[src/rtl/v2f_alu_pkg.sv]
// Shared opcode definitions and defaults for the two-stage ALU pipeline.
package v2f_alu_pkg;

  localparam int WIDTH_DEF = 32;

  localparam logic [3:0] OP_ADD   = 4'd0;
  localparam logic [3:0] OP_SUB   = 4'd1;
  localparam logic [3:0] OP_MUL   = 4'd2;
  localparam logic [3:0] OP_DIV   = 4'd3;
  localparam logic [3:0] OP_MOD   = 4'd4;
  localparam logic [3:0] OP_AND   = 4'd5;
  localparam logic [3:0] OP_OR    = 4'd6;
  localparam logic [3:0] OP_XOR   = 4'd7;
  localparam logic [3:0] OP_SHL   = 4'd8;
  localparam logic [3:0] OP_SHRA  = 4'd9;
  localparam logic [3:0] OP_SHRL  = 4'd10;
  localparam logic [3:0] OP_LT    = 4'd11;
  localparam logic [3:0] OP_GT    = 4'd12;
  localparam logic [3:0] OP_EQ    = 4'd13;
  localparam logic [3:0] OP_NE    = 4'd14;
  localparam logic [3:0] OP_PASSB = 4'd15;

  typedef enum logic [3:0] {
    ALU_ADD   = OP_ADD,
    ALU_SUB   = OP_SUB,
    ALU_MUL   = OP_MUL,
    ALU_DIV   = OP_DIV,
    ALU_MOD   = OP_MOD,
    ALU_AND   = OP_AND,
    ALU_OR    = OP_OR,
    ALU_XOR   = OP_XOR,
    ALU_SHL   = OP_SHL,
    ALU_SHRA  = OP_SHRA,
    ALU_SHRL  = OP_SHRL,
    ALU_LT    = OP_LT,
    ALU_GT    = OP_GT,
    ALU_EQ    = OP_EQ,
    ALU_NE    = OP_NE,
    ALU_PASSB = OP_PASSB
  } alu_op_e;

endpackage

[src/rtl/v2f_pipe_reg.sv]
// Valid/ready register slice; payload is cleared on reset so outputs start at zero.
module v2f_pipe_reg #(
  parameter int W = 8
) (
  input  logic         clk,
  input  logic         rst_n,
  input  logic         in_valid,
  output logic         in_ready,
  input  logic [W-1:0] in_data,
  output logic         out_valid,
  input  logic         out_ready,
  output logic [W-1:0] out_data
);

  assign in_ready = !out_valid || out_ready;

  always_ff @(posedge clk or negedge rst_n) begin
    if (!rst_n) begin
      out_valid <= 1'b0;
      out_data  <= '0;
    end else if (in_ready) begin
      out_valid <= in_valid;
      if (in_valid) out_data <= in_data;
    end
  end

endmodule

[src/rtl/v2f_alu_pipe.sv]
// Two-stage signed ALU: S1 holds the operation, S2 holds result/tag/dz.
module v2f_alu_pipe
  import v2f_alu_pkg::*;
#(
  parameter int WIDTH = WIDTH_DEF,
  parameter int TAG_W = 4
) (
  input  logic             clk,
  input  logic             rst_n,
  input  logic             in_valid,
  output logic             in_ready,
  input  logic [3:0]       in_op,
  input  logic [WIDTH-1:0] in_a,
  input  logic [WIDTH-1:0] in_b,
  input  logic [TAG_W-1:0] in_tag,
  output logic             out_valid,
  input  logic             out_ready,
  output logic [WIDTH-1:0] out_y,
  output logic [TAG_W-1:0] out_tag,
  output logic             out_dz,
  output logic             err_sticky,
  input  logic             err_clr
);

  localparam int SH_W = $clog2(WIDTH);
  localparam int P1_W = 4 + 2 * WIDTH + TAG_W;
  localparam int P2_W = WIDTH + TAG_W + 1;

  logic             s1_valid;
  logic             s1_ready;
  logic             s2_ready;
  logic [P1_W-1:0]  s1_data;
  logic [P2_W-1:0]  s2_in;
  logic [P2_W-1:0]  s2_data;

  logic [3:0]       op_raw;
  alu_op_e          op;
  logic [WIDTH-1:0] a;
  logic [WIDTH-1:0] b;
  logic [TAG_W-1:0] tag;
  logic signed [WIDTH-1:0] sa;
  logic signed [WIDTH-1:0] sb;
  logic [SH_W-1:0]  sh;
  logic             b_zero;
  logic             div_ovf;
  logic [WIDTH-1:0] y;
  logic             dz;
  logic             dz_loaded;

  v2f_pipe_reg #(.W(P1_W)) u_s1 (
    .clk       (clk),
    .rst_n     (rst_n),
    .in_valid  (in_valid),
    .in_ready  (s1_ready),
    .in_data   ({in_op, in_a, in_b, in_tag}),
    .out_valid (s1_valid),
    .out_ready (s2_ready),
    .out_data  (s1_data)
  );

  assign in_ready = s1_ready;

  assign {op_raw, a, b, tag} = s1_data;
  assign op      = alu_op_e'(op_raw);
  assign sa      = a;
  assign sb      = b;
  assign sh      = b[SH_W-1:0];
  assign b_zero  = (b == '0);
  // MIN / -1 overflows; pin the quotient to MIN and the remainder to 0
  assign div_ovf = (a == {1'b1, {(WIDTH-1){1'b0}}}) && (b == '1);

  always_comb begin
    y  = '0;
    dz = 1'b0;
    case (op)
      ALU_ADD:   y = a + b;
      ALU_SUB:   y = a - b;
      ALU_MUL:   y = a * b;
      ALU_DIV: begin
        if (b_zero)       dz = 1'b1;
        else if (div_ovf) y  = a;
        else              y  = sa / sb;
      end
      ALU_MOD: begin
        if (b_zero)       dz = 1'b1;
        else if (div_ovf) y  = '0;
        else              y  = sa % sb;
      end
      ALU_AND:   y = a & b;
      ALU_OR:    y = a | b;
      ALU_XOR:   y = a ^ b;
      ALU_SHL:   y = a << sh;
      ALU_SHRA:  y = sa >>> sh;
      ALU_SHRL:  y = a >> sh;
      ALU_LT:    y = {{(WIDTH-1){1'b0}}, sa < sb};
      ALU_GT:    y = {{(WIDTH-1){1'b0}}, sa > sb};
      ALU_EQ:    y = {{(WIDTH-1){1'b0}}, a == b};
      ALU_NE:    y = {{(WIDTH-1){1'b0}}, a != b};
      ALU_PASSB: y = b;
      default:   y = '0;
    endcase
  end

  assign s2_in = {y, tag, dz};

  v2f_pipe_reg #(.W(P2_W)) u_s2 (
    .clk       (clk),
    .rst_n     (rst_n),
    .in_valid  (s1_valid),
    .in_ready  (s2_ready),
    .in_data   (s2_in),
    .out_valid (out_valid),
    .out_ready (out_ready),
    .out_data  (s2_data)
  );

  assign {out_y, out_tag, out_dz} = s2_data;

  // dz_loaded pulses for the one cycle after S2 takes a dz result
  always_ff @(posedge clk or negedge rst_n) begin
    if (!rst_n) begin
      dz_loaded  <= 1'b0;
      err_sticky <= 1'b0;
    end else begin
      dz_loaded <= s1_valid && s2_ready && dz;
      if (dz_loaded)    err_sticky <= 1'b1;
      else if (err_clr) err_sticky <= 1'b0;
    end
  end

endmodule
[config.mk]
export PLATFORM = sky130hd
export DESIGN_NAME = v2f_alu_pipe
export DESIGN_NICKNAME = d
export VERILOG_FILES = /design/src/rtl/v2f_alu_pkg.sv /design/src/rtl/v2f_pipe_reg.sv /design/src/rtl/v2f_alu_pipe.sv
export SDC_FILE = /design/constraint.sdc
export NUM_CORES = 2
export LEC_CHECK = 0
export BUFFER_PORTS_ARGS = -buffer_cell sky130_fd_sc_hd__buf_2
export CELL_PAD_IN_SITES_DETAIL_PLACEMENT = 1
export CELL_PAD_IN_SITES_GLOBAL_PLACEMENT = 1
export CORE_MARGIN = 2
export CORE_UTILIZATION = 25
export DETAILED_ROUTE_END_ITERATION = 10
export PLACE_DENSITY = 0.46
export SYNTH_ARGS = -nofsm -noshare
export SYNTH_HDL_FRONTEND = slang
export SYNTH_SLANG_ARGS = --single-unit
[constraint.sdc]
create_clock -name clk -period 89.7 [get_ports clk]
set_input_delay 4.485 -clock clk [delete_from_list [all_inputs] [get_ports clk]]
set_output_delay 4.485 -clock clk [all_outputs]
set_load 0.02 [all_outputs]
==> impl_metrics.yaml <==
clock_tree:
  cts_tree: "built"
  cts_buffers: 17
  holdBufCountCts: 0
  clock_path_buffers: 2
  clk_pin_slew_ps: 70
  clk-insertion-delay-late_ps: 540
  root_buffer: "clkbuf_16"
  clock_sinks: 113
  htree_levels: 4
hold_path:
  holdPathEnd: "err_sticky$_DFFE_PN0P_"
  worstHoldPathCells: 1
  hold_path_class: "flip-flop to flip-flop"
  min_from: "dz_loaded$_DFF_PN0_"
drt:
  ant_nets: 0
  via_per_inst: 5.713
  wl_per_cell_um: 32.86
  drcViolationCount: 0
  first_pass_iters: 6
  drtIter0Drc: 5702
  totalWireLength_um: 402800
  num_vias: 70030
finish:
  drive_above_1_share: 0.1092
  regArea_mm2: 0.002858
  fin_area_mm2: 0.07041
  multiInputGateArea_mm2: 0.05635
  mostFrequentLayoutCell: "nand2_1"
  syn2layout_area_growth_pct: 12.13
  fillerInstances: 30580
  layout.nets: 10140
  final_cell_mix: "nand2_1 (1149), nor2_1 (938), ha_1 (753)"
outcome:
  status: "finished, final reports clean"
critical_path:
  cp_slowest_cell: "nor2_1"
  cp-start-kind: "flip-flop"
  crit_path_end_kind: "flip-flop"
  worstSetupPathType: "flip-flop to flip-flop"
  required_ps: 90100
  regToRegStartpoint: "u_s1.out_data[10]$_DFFE_PN0P_"
  crit_fanout: 43
  rr_endpoint: "u_s2.out_data[35]$_DFFE_PN0P_"
  worst_ep_arrival_time_ps: 85290
  r2r_cells: 351
  r2r_slack_ps: 4810
  critPathMaxStageDelay_ps: 840
sta:
  min_period_ps: 84890
  fmax_ghz: 0.01178
  setup_viol: 0
  tightest_slew_ps: 1458
  slew_viol_final: 0
  whs_ps: 435.3
  setup_tns_ps: 0
  post-route-period-util: 0.9464
  skew_ps: 17.60
  finalHoldViolations: 0
  relSlewSlack: 0.02130
die:
  num_io_pins: 117
  initial_utilization: 0.2521
  placementRows: 183
  core_mm2: 0.2491
  die_w_um: 505.2
  die_area_mm2: 0.2552
  die_y_um: 505.2
grt:
  grt_start_max_net_pins: 73
  grt.met3_usage: 0.02888
  antenna_found_initial: 20
  grt_pass1_vias: 71770
  grtUsageMet2: 0.5014
  grt-ovfl-total: 0
  grt_pass1_wl_um: 564500
  grt_use_total: 0.3060
  use_met1: 0.4104
  top_usage_layer: "met2"
placed_design:
  placed_area_mm2: 0.06895
  portBuffers: 116
  place.gp.congestion: 0.9809
  post-dp-hpwl_um: 328500
synth:
  syn_inst: 8804
  syn-num-nets: 10050
  syn-cell-area_mm2: 0.06280
  ys_warn_count: 0
  yosysTopAreaCell: "ha_1"
  synth_top_area_frac: 0.1504
  synthFlopType: "dfrtp_1"
  ys_ff_latch: 113
  avgSynthCellArea_um2: 7.133
  synth_edf_count: 0
  yosysSeqAreaShare: 0.04503
  synth_cell_type_count: 111
  synthTopCellsByArea: "ha_1 (15%), fa_1 (13%), nand2_1 (6.9%)"
  async_flop_share: 1.000
flow_run:
  maxCapViolCount: 0
==> critical path: cells and delay by family (launching register included) <==
family	cells	cell delay, ps
mux	6	1930
simple gates	115	25370
xor+xnor	2	450
fa+ha+maj	31	9920
flops	1	600
buf+inv	42	8660
compound gates	155	37450
==> cell families after synthesis <==
group,Yosys count,share of synthesized area
buffers and inverters,1172,0.07113
flip-flops,113,0.04503
multiplexers,237,0.04374
AO/OA/AOI/OAI,2379,0.2499
XOR/XNOR,587,0.08187
AND/OR/NAND/NOR,3150,0.2268
adder cells (fa/ha/maj),1166,0.2815
==> sequential cells by signal, summed over array words and instances (netlist names) <==
signal          flops
u_s2.out_valid      1
u_s1.out_data      72
err_sticky          1
dz_loaded           1
u_s1.out_valid      1
u_s2.out_data      37
==> synth_stat cells, types with 22 or more instances <==
master        n
nand2_1    1154
nor2_1      956
ha_1        755
inv_1       719
a21oi_1     623
o21ai_0     467
fa_1        411
xnor2_1     392
clkbuf_1    335
nand3_1     205
xor2_1      195
nor3_1      188
a21o_1      183
o21a_1      137
mux2_2      119
a31oi_1     114
dfrtp_1     113
mux2i_1     100
o211ai_1     93
nand4_1      89
a211oi_1     79
nor2b_1      77
or3_1        77
buf_1        73
o21bai_1     72
nand2b_1     63
and2_1       62
nor4_1       60
and3_1       59
o31ai_1      57
a221oi_1     47
o22ai_1      41
or2_2        38
a22oi_1      33
o2111ai_1    33
or4_1        29
a21boi_0     28
a2111oi_0    27
o221ai_1     25
a211o_1      24
o41ai_1      23
a31o_2       22
==> layout make-up <==
class / count / area share
multi-input combinational: 7519 / 0.8003
clock inverter: 15 / 0.002683
tap: 3330 / 0.05917
sequential: 113 / 0.04059
antenna: 14 / 0.0004975
clock buffer: 17 / 0.006042
inverter: 737 / 0.03945
timing repair buffer: 513 / 0.05132
==> worst max-delay path by stage <==
stage,startpoint,endpoint,slack [ps]
final,u_s1.out_data[10]$_DFFE_PN0P_,u_s2.out_data[35]$_DFFE_PN0P_,4810
after detailed placement,u_s1.out_data[4]$_DFFE_PN0P_,u_s2.out_data[34]$_DFFE_PN0P_,-3830
after floorplan,u_s1.out_data[4]$_DFFE_PN0P_,u_s2.out_data[31]$_DFFE_PN0P_,10470
after global placement,u_s1.out_data[4]$_DFFE_PN0P_,u_s2.out_data[34]$_DFFE_PN0P_,-3170
after global routing,u_s1.out_data[4]$_DFFE_PN0P_,u_s2.out_data[35]$_DFFE_PN0P_,-60
after CTS,u_s1.out_data[5]$_DFFE_PN0P_,u_s2.out_data[35]$_DFFE_PN0P_,60
==> metal layers <==
| layer | vias to the layer above | routed length (um) | part of all wire |
|---|---|---|---|
| met2 | 2114 | 184200 | 0.46 |
| met3 | 494 | 17850 | 0.044 |
| li1 | 31230 | - | - |
| met1 | 36190 | 181500 | 0.45 |
| met4 | 8 | 19240 | 0.048 |
| met5 | - | 47 | 0.00012 |
==> stage by stage <==
step / cells / util / setup WS [ps]
after floorplan: 8804 / - / 10470
after global placement: 12180 / 0.2767 / -3175
after CTS: 12210 / 0.2798 / 63.95
after detailed placement: 12180 / 0.2768 / -3831
final: 12260 / 0.2826 / 4806
after global routing: 12250 / 0.2825 / -58.12
==> timing repair <==
action,4_1_cts,5_1_grt
setup endpoints to repair,32,32
gates resized for setup,33,103
buffers inserted,2,30
pin swaps,2,13
Power is not shown: default switching activity piles up to over one toggle a cycle in this logic, so the estimate is an artifact.
